## src/rtl/ddr4_dram_responder_pkg.sv

```systemverilog
// DDR4 DRAM responder shared types and timing.
// Timing constants mirror the memory controller defaults.
package ddr4_resp_pkg;

  localparam int CW      = 8;
  localparam int T_RP    = 24;
  localparam int T_RCD   = 24;
  localparam int T_CAS   = 24;
  localparam int T_RAS   = 52;
  localparam int T_RC    = 76;
  localparam int T_RTP   = 12;
  localparam int T_CWD   = 20;
  localparam int T_WR    = 20;
  localparam int T_BURST = 4;
  localparam int T_RRD_L = 6;
  localparam int T_RRD_S = 4;
  localparam int T_CCD_L = 8;
  localparam int T_CCD_S = 4;
  localparam int T_WTR_L = 12;
  localparam int T_WTR_S = 4;

  localparam int T_WR_PRE   = T_CWD + T_BURST + T_WR;
  localparam int T_WR_RD_L  = T_CWD + T_BURST + T_WTR_L;
  localparam int T_WR_RD_S  = T_CWD + T_BURST + T_WTR_S;
  localparam int CNT_LIM    = (1 << CW) - 1;

  typedef logic [CW-1:0] cnt_t;
  localparam cnt_t CNT_MAX = '1;

  typedef enum logic [2:0] {
    CMD_NOP = 3'd0,
    CMD_PRE = 3'd1,
    CMD_ACT = 3'd2,
    CMD_RD  = 3'd3,
    CMD_WR  = 3'd4
  } cmd_e;

  typedef enum logic [1:0] {
    ERR_OK      = 2'd0,
    ERR_STATE   = 2'd1,
    ERR_TIMING  = 2'd2,
    ERR_ILLEGAL = 2'd3
  } err_e;

  typedef enum logic {
    B_CLOSED = 1'b0,
    B_OPEN   = 1'b1
  } bank_state_e;

  typedef struct packed {
    logic [1:0]  bg;
    logic [1:0]  ba;
    logic [14:0] row;
    logic [6:0]  col;
  } tag_t;

  function automatic cnt_t sat_inc(cnt_t c);
    return (c == CNT_MAX) ? c : c + 1'b1;
  endfunction

  function automatic cnt_t thr(int t);
    return cnt_t'(t);
  endfunction

endpackage

```

## src/rtl/ddr4_bank_timer.sv

```systemverilog
// One DDR4 bank: open/closed state, open row
// and the per-bank elapsed-cycle counters.
module ddr4_bank_timer
  import ddr4_resp_pkg::*;
(
  input  logic        clk,
  input  logic        rst,
  input  logic        do_act,
  input  logic        do_pre,
  input  logic        do_rd,
  input  logic        do_wr,
  input  logic [14:0] row,
  output logic        is_open,
  output logic [14:0] open_row,
  output logic        act_ok,
  output logic        pre_ok,
  output logic        rd_ok,
  output logic        wr_ok
);

  bank_state_e state_q;
  bank_state_e state_d;
  cnt_t since_act;
  cnt_t since_pre;
  cnt_t since_rd;
  cnt_t since_wr;

  // Bank state register and latched row
  always_ff @(posedge clk) begin
    if (rst) begin
      state_q  <= B_CLOSED;
      open_row <= '0;
    end else begin
      state_q <= state_d;
      if (do_act) open_row <= row;
    end
  end

  // Next bank state: ACT opens, PRE closes
  always_comb begin
    state_d = state_q;
    if (do_act)      state_d = B_OPEN;
    else if (do_pre) state_d = B_CLOSED;
  end

  // Saturating elapsed-cycle counters, restarted on accept
  always_ff @(posedge clk) begin
    if (rst) begin
      since_act <= CNT_MAX;
      since_pre <= CNT_MAX;
      since_rd  <= CNT_MAX;
      since_wr  <= CNT_MAX;
    end else begin
      since_act <= do_act ? cnt_t'(1) : sat_inc(since_act);
      since_pre <= do_pre ? cnt_t'(1) : sat_inc(since_pre);
      since_rd  <= do_rd  ? cnt_t'(1) : sat_inc(since_rd);
      since_wr  <= do_wr  ? cnt_t'(1) : sat_inc(since_wr);
    end
  end

  assign is_open = (state_q == B_OPEN);

  assign act_ok = (since_pre >= thr(T_RP))
                & (since_act >= thr(T_RC));

  assign pre_ok = (since_act >= thr(T_RAS))
                & (since_rd  >= thr(T_RTP))
                & (since_wr  >= thr(T_WR_PRE));

  assign rd_ok = (since_act >= thr(T_RCD));
  assign wr_ok = (since_act >= thr(T_RCD));

endmodule

```

## src/rtl/ddr4_dram_responder.sv

```systemverilog
// DDR4 DRAM-side responder: command checking,
// per-command status and read-data beat return.
module ddr4_dram_responder
  import ddr4_resp_pkg::*;
(
  input  logic        clk,
  input  logic        rst,
  input  logic        cmd_valid,
  input  logic [2:0]  cmd_op,
  input  logic [1:0]  cmd_bg,
  input  logic [1:0]  cmd_ba,
  input  logic [14:0] cmd_row,
  input  logic [10:0] cmd_col,
  output logic        resp_valid,
  output logic [1:0]  resp_err,
  output logic        rd_valid,
  output logic [1:0]  rd_beat,
  output logic [25:0] rd_tag,
  output logic [15:0] bank_open
);

  localparam int DEPTH = T_CAS + T_BURST - 1;

  if (T_RC > CNT_LIM || T_RAS > CNT_LIM ||
      T_WR_PRE > CNT_LIM || T_WR_RD_L > CNT_LIM ||
      T_WR_RD_S > CNT_LIM || T_RP > CNT_LIM ||
      T_RCD > CNT_LIM) begin : g_cw_chk
    $error("timing threshold exceeds counter width");
  end

  cmd_e        op;
  err_e        err;
  logic [3:0]  sel;
  logic        accept;
  logic [15:0] onehot;
  logic [15:0] do_act, do_pre, do_rd, do_wr;
  logic [15:0] act_ok, pre_ok, rd_ok, wr_ok;
  logic [14:0] open_row [16];

  cnt_t        since_act_g, since_col_g, since_wr_g;
  logic [1:0]  last_act_bg, last_col_bg, last_wr_bg;
  cnt_t        rrd_thr, ccd_thr, wtr_thr;

  logic [DEPTH-1:0] pv;
  tag_t             pt [DEPTH];
  tag_t             new_tag;
  logic             unused_col;

  assign op     = cmd_e'(cmd_op);
  assign sel    = {cmd_bg, cmd_ba};
  assign onehot = 16'(1) << sel;
  assign accept = cmd_valid & (err == ERR_OK);
  assign unused_col = ^cmd_col[10:7];

  assign do_act = (accept && op == CMD_ACT) ? onehot : '0;
  assign do_pre = (accept && op == CMD_PRE) ? onehot & bank_open : '0;
  assign do_rd  = (accept && op == CMD_RD)  ? onehot : '0;
  assign do_wr  = (accept && op == CMD_WR)  ? onehot : '0;

  for (genvar i = 0; i < 16; i++) begin : g_bank
    ddr4_bank_timer u_bank (
      .clk      (clk),
      .rst      (rst),
      .do_act   (do_act[i]),
      .do_pre   (do_pre[i]),
      .do_rd    (do_rd[i]),
      .do_wr    (do_wr[i]),
      .row      (cmd_row),
      .is_open  (bank_open[i]),
      .open_row (open_row[i]),
      .act_ok   (act_ok[i]),
      .pre_ok   (pre_ok[i]),
      .rd_ok    (rd_ok[i]),
      .wr_ok    (wr_ok[i])
    );
  end

  assign rrd_thr = (cmd_bg == last_act_bg) ? thr(T_RRD_L) : thr(T_RRD_S);
  assign ccd_thr = (cmd_bg == last_col_bg) ? thr(T_CCD_L) : thr(T_CCD_S);
  assign wtr_thr = (cmd_bg == last_wr_bg)  ? thr(T_WR_RD_L) : thr(T_WR_RD_S);

  // Priority error mux: illegal, then state, then timing
  always_comb begin
    err = ERR_OK;
    case (op)
      CMD_NOP: err = ERR_OK;
      CMD_ACT:
        if (bank_open[sel])
          err = ERR_STATE;
        else if (!(act_ok[sel] && since_act_g >= rrd_thr))
          err = ERR_TIMING;
      CMD_PRE:
        if (bank_open[sel] && !pre_ok[sel])
          err = ERR_TIMING;
      CMD_RD:
        if (!bank_open[sel])
          err = ERR_STATE;
        else if (!(rd_ok[sel] && since_col_g >= ccd_thr
                   && since_wr_g >= wtr_thr))
          err = ERR_TIMING;
      CMD_WR:
        if (!bank_open[sel])
          err = ERR_STATE;
        else if (!(wr_ok[sel] && since_col_g >= ccd_thr))
          err = ERR_TIMING;
      default: err = ERR_ILLEGAL;
    endcase
  end

  // Status register, one cycle behind the command
  always_ff @(posedge clk) begin
    if (rst) begin
      resp_valid <= 1'b0;
      resp_err   <= ERR_OK;
    end else begin
      resp_valid <= cmd_valid;
      resp_err   <= cmd_valid ? err : ERR_OK;
    end
  end

  // Global ACT / column / write counters and their bank groups
  always_ff @(posedge clk) begin
    if (rst) begin
      since_act_g <= CNT_MAX;
      since_col_g <= CNT_MAX;
      since_wr_g  <= CNT_MAX;
      last_act_bg <= '0;
      last_col_bg <= '0;
      last_wr_bg  <= '0;
    end else begin
      since_act_g <= sat_inc(since_act_g);
      since_col_g <= sat_inc(since_col_g);
      since_wr_g  <= sat_inc(since_wr_g);
      if (|do_act) begin
        since_act_g <= cnt_t'(1);
        last_act_bg <= cmd_bg;
      end
      if (|do_rd || |do_wr) begin
        since_col_g <= cnt_t'(1);
        last_col_bg <= cmd_bg;
      end
      if (|do_wr) begin
        since_wr_g <= cnt_t'(1);
        last_wr_bg <= cmd_bg;
      end
    end
  end

  assign new_tag = '{bg: cmd_bg, ba: cmd_ba,
                     row: open_row[sel], col: cmd_col[6:0]};

  // Read return shift register of {valid, tag}
  always_ff @(posedge clk) begin
    if (rst) begin
      pv <= '0;
    end else begin
      pv <= {pv[DEPTH-2:0], |do_rd};
    end
    pt[0] <= new_tag;
    for (int i = 1; i < DEPTH; i++) pt[i] <= pt[i-1];
  end

  // Beat window taps: stage T_CAS-1+b carries beat b
  always_comb begin
    rd_valid = 1'b0;
    rd_beat  = '0;
    rd_tag   = '0;
    for (int b = 0; b < T_BURST; b++) begin
      if (pv[T_CAS-1+b]) begin
        rd_valid = 1'b1;
        rd_beat  = 2'(b);
        rd_tag   = pt[T_CAS-1+b];
      end
    end
  end

endmodule

```

## config.mk

```make
export PLATFORM = sky130hd
export DESIGN_NAME = ddr4_dram_responder
export DESIGN_NICKNAME = d
export VERILOG_FILES = /design/src/rtl/ddr4_dram_responder_pkg.sv /design/src/rtl/ddr4_bank_timer.sv /design/src/rtl/ddr4_dram_responder.sv
export SDC_FILE = /design/constraint.sdc
export NUM_CORES = 2
export LEC_CHECK = 0
export CORE_MARGIN = 2
export CORE_UTILIZATION = 60
export CTS_BUF_LIST = sky130_fd_sc_hd__clkbuf_4
export DETAILED_ROUTE_END_ITERATION = 8
export PLACE_DENSITY = 0.83
export REMOVE_ABC_BUFFERS = 1
export SLEW_MARGIN = 20
export SYNTH_ARGS = -nofsm -noshare
export SYNTH_HDL_FRONTEND = slang
export SYNTH_SLANG_ARGS = --single-unit
```

## constraint.sdc

```tcl
create_clock -name clk -period 4.6 [get_ports clk]
set_input_delay 0.46 -clock clk [delete_from_list [all_inputs] [get_ports clk]]
set_output_delay 0.46 -clock clk [all_outputs]
set_load 0.01 [all_outputs]
```

==> metrics.cfg <==
[sta]
worst_pin_slew_ps = 1126
rsz0062_at_grt = no
fin_worst_skew_ps = 122.0
fin_crit_sh = 0.8849
drv_slew = 0
finalSetupTns_ps = 0
fin_crit_ps = 4071
relSlewSlack = 0.2496
finalHoldViolCount = 0
finalSetupViolations = 0
fmax_mhz = 245.7

[clocking]
clock_sinks = 1530
cts_root_buf = clkbuf_4
htreeDepth = 5
cts.clk_slew.worst_paths_ps = 70
cts_buffer_depth = 4
post_cts_buffers = 0
clk_latency_ps = 1200
holdBufCountCts = 11
cts_tree = built
cts_buffers = 373
cts_resized = 0

[power]
comb_power_share = 0.267
power.net_switching_mw = 12.58
power_density_mw_per_mm2 = 620.8
clockPowerShare = 0.282
power.internal_mw = 25.11
seqPwrFrac = 0.451
swShare = 0.3337
p_leak_nw = 27.03
peakVddDrop_mv = 0.3101

[cells_and_area]
final_area_mm2 = 0.06072
finalNetCount = 5736
layout-drive-gt1-share = 0.1323
syn_to_final_growth_pct = 11.59
utilization = 0.6756

[global_route]
met1_usage = 0.3031
antenna_found_initial = 8
grt_pass1_wl_um = 191900
grt_start_max_net_pins = 246
overflow = 0
busiest_layer = met2
grt_pass1_vias = 39000
grt_use_met2 = 0.4249
grtUsageTotal = 0.2505
grt_util_met3 = 0.05817

[synthesis]
synth-main-ff-cell = dfxtp_1
synth_common_cells = dfxtp_1, nor2_1, o21ai_0
synth_edf_count = 0
ys_async_sr_fraction = 0
syn-cell-area_mm2 = 0.05441
yosysTopAreaCell = dfxtp_1
ys_seq_area_frac = 0.5629
syn_avg_cell_area_um2 = 10.31
synth_area_leaders = dfxtp_1, mux2i_1, o21ai_0
ys_warn_count = 0
yosysMostFrequentCell = dfxtp_1
ys_types = 65
synth_seq_cells = 1530
synth_top_area_frac = 0.5629
syn_inst = 5277

[place]
placed_cell_area_mm2 = 0.05617
gp_congestion = 0.8831
portBuffers = 79
place_hpwl_um = 69370

[route]
first_pass_iters = 5
drt.antenna.violating_nets = 0
dr_total_vias = 39840
wl_per_cell_um = 16.97
vias_per_cell = 5.713
drt_iter0_drc = 3294
wl_um = 118300
drc = 0

[worst_setup_path]
startpoint_type = flop
required_ps = 4140
arrival_ps = 3610
end_kind = primary output
critical_path_class = reg2out
worstPathMaxFanout = 54

[die]
start_util = 0.6054
die_area_mm2 = 0.09311
die_height_um = 305.1
io_pins = 84
row_count = 110
core_mm2 = 0.08987
die_x_um = 305.1

[min_path]
hold_class = in2reg

[job]
maxCapViolCount = 0

[outcome]
outcome = completed

==> cell usage in the layout (no fill, tap or decap), types with 115 or more instances in the layout <==
cell         n
clkbuf_4   526
nand2_1    221
ha_1       137
nor2_1     478
xor2_1     115
o21ai_0    458
inv_1      137
a21oi_1    245
and3_1     121
mux2i_1    257
nand3_1    387
dfxtp_1   1529
==> flip-flops by register name, summed over array words and instances, names as in the netlist, 16 cells and up <==
name / flops
pv: 27
g_bank.u_bank.open_row: 240
g_bank.u_bank.since_act: 128
g_bank.u_bank.since_rd: 128
g_bank.u_bank.since_wr: 128
pt: 702
g_bank.u_bank.is_open: 16
g_bank.u_bank.since_pre: 128
==> cell families (layout without fill, tap and decap cells) <==
kind of cell	after synthesis	after routing	synth area share
other	0	7	0
adder cells (fa/ha/maj)	137	137	0.03150
multiplexers	339	339	0.08081
flip-flops	1530	1530	0.5629
AO/OA/AOI/OAI	1015	1015	0.1087
AND/OR/NAND/NOR	1650	1650	0.1512
XOR/XNOR	210	210	0.03380
buffers and inverters	396	910	0.03114
==> cell type report <==
type | instances | area (um^2)
well taps | 1176 | 1471
fillers | 6336 | 29160
repair buffers | 169 | 1551
clock inverters | 77 | 470.5
inverters | 138 | 525.5
multi-input cells | 3351 | 22100
diodes | 7 | 17.52
clock buffers | 526 | 3949
flip-flops and latches | 1530 | 30630
==> metrics by stage <==
step                      std cells  setup slack [ps]  hold slack (ps)  power [mW]
after global placement         6353             273.8            309.5       26.46
after CTS                      6967             404.9            119.1       37.86
after detailed placement       6353             195.2            312.1       27.01
final                          6974             529.4            220.4       37.69
after floorplan                5019             12.36            309.6       25.01
after global routing           6974             282.9            187.1       40.41
==> final timing paths <==
kind	from	end	slack [ps]	depth (start not counted)
max	pv[26]	rd_tag[18]	530	5
min	cmd_op[1]	resp_err[0]	220	3
max reg2reg	g_bank[10].u_bank.since_act[4]	g_bank[11].u_bank.since_rd[3]	880	9
min reg2reg	pt[0][2]	pt[0][28]	270	0
==> power groups by stage <==
stage / sequential, mW / combinational [mW] / clock, mW
floorplan: 16.8 / 8.23 / 0
CTS: 16.9 / 9.99 / 10.9
global placement: 17.1 / 9.38 / 0
finish: 17.0 / 10.0 / 10.6
global route: 17.3 / 11.6 / 11.6
detailed placement: 17.2 / 9.83 / 0
==> critical path: stages, from the launching register on <==
cell and delay, ps:
dfxtp_2 970, or2_2 280, nor3b_2 50, buf_4 230, a221o_1 350, clkdlybuf4s50_1 520
==> per-layer routing <==
layer | vias up | part of all wire
met4 | 4 | 0.032
li1 | 19390 | -
met1 | 18930 | 0.41
met5 | - | 0.00023
met2 | 1251 | 0.49
met3 | 267 | 0.069
(Power assumes the default switching activity.)
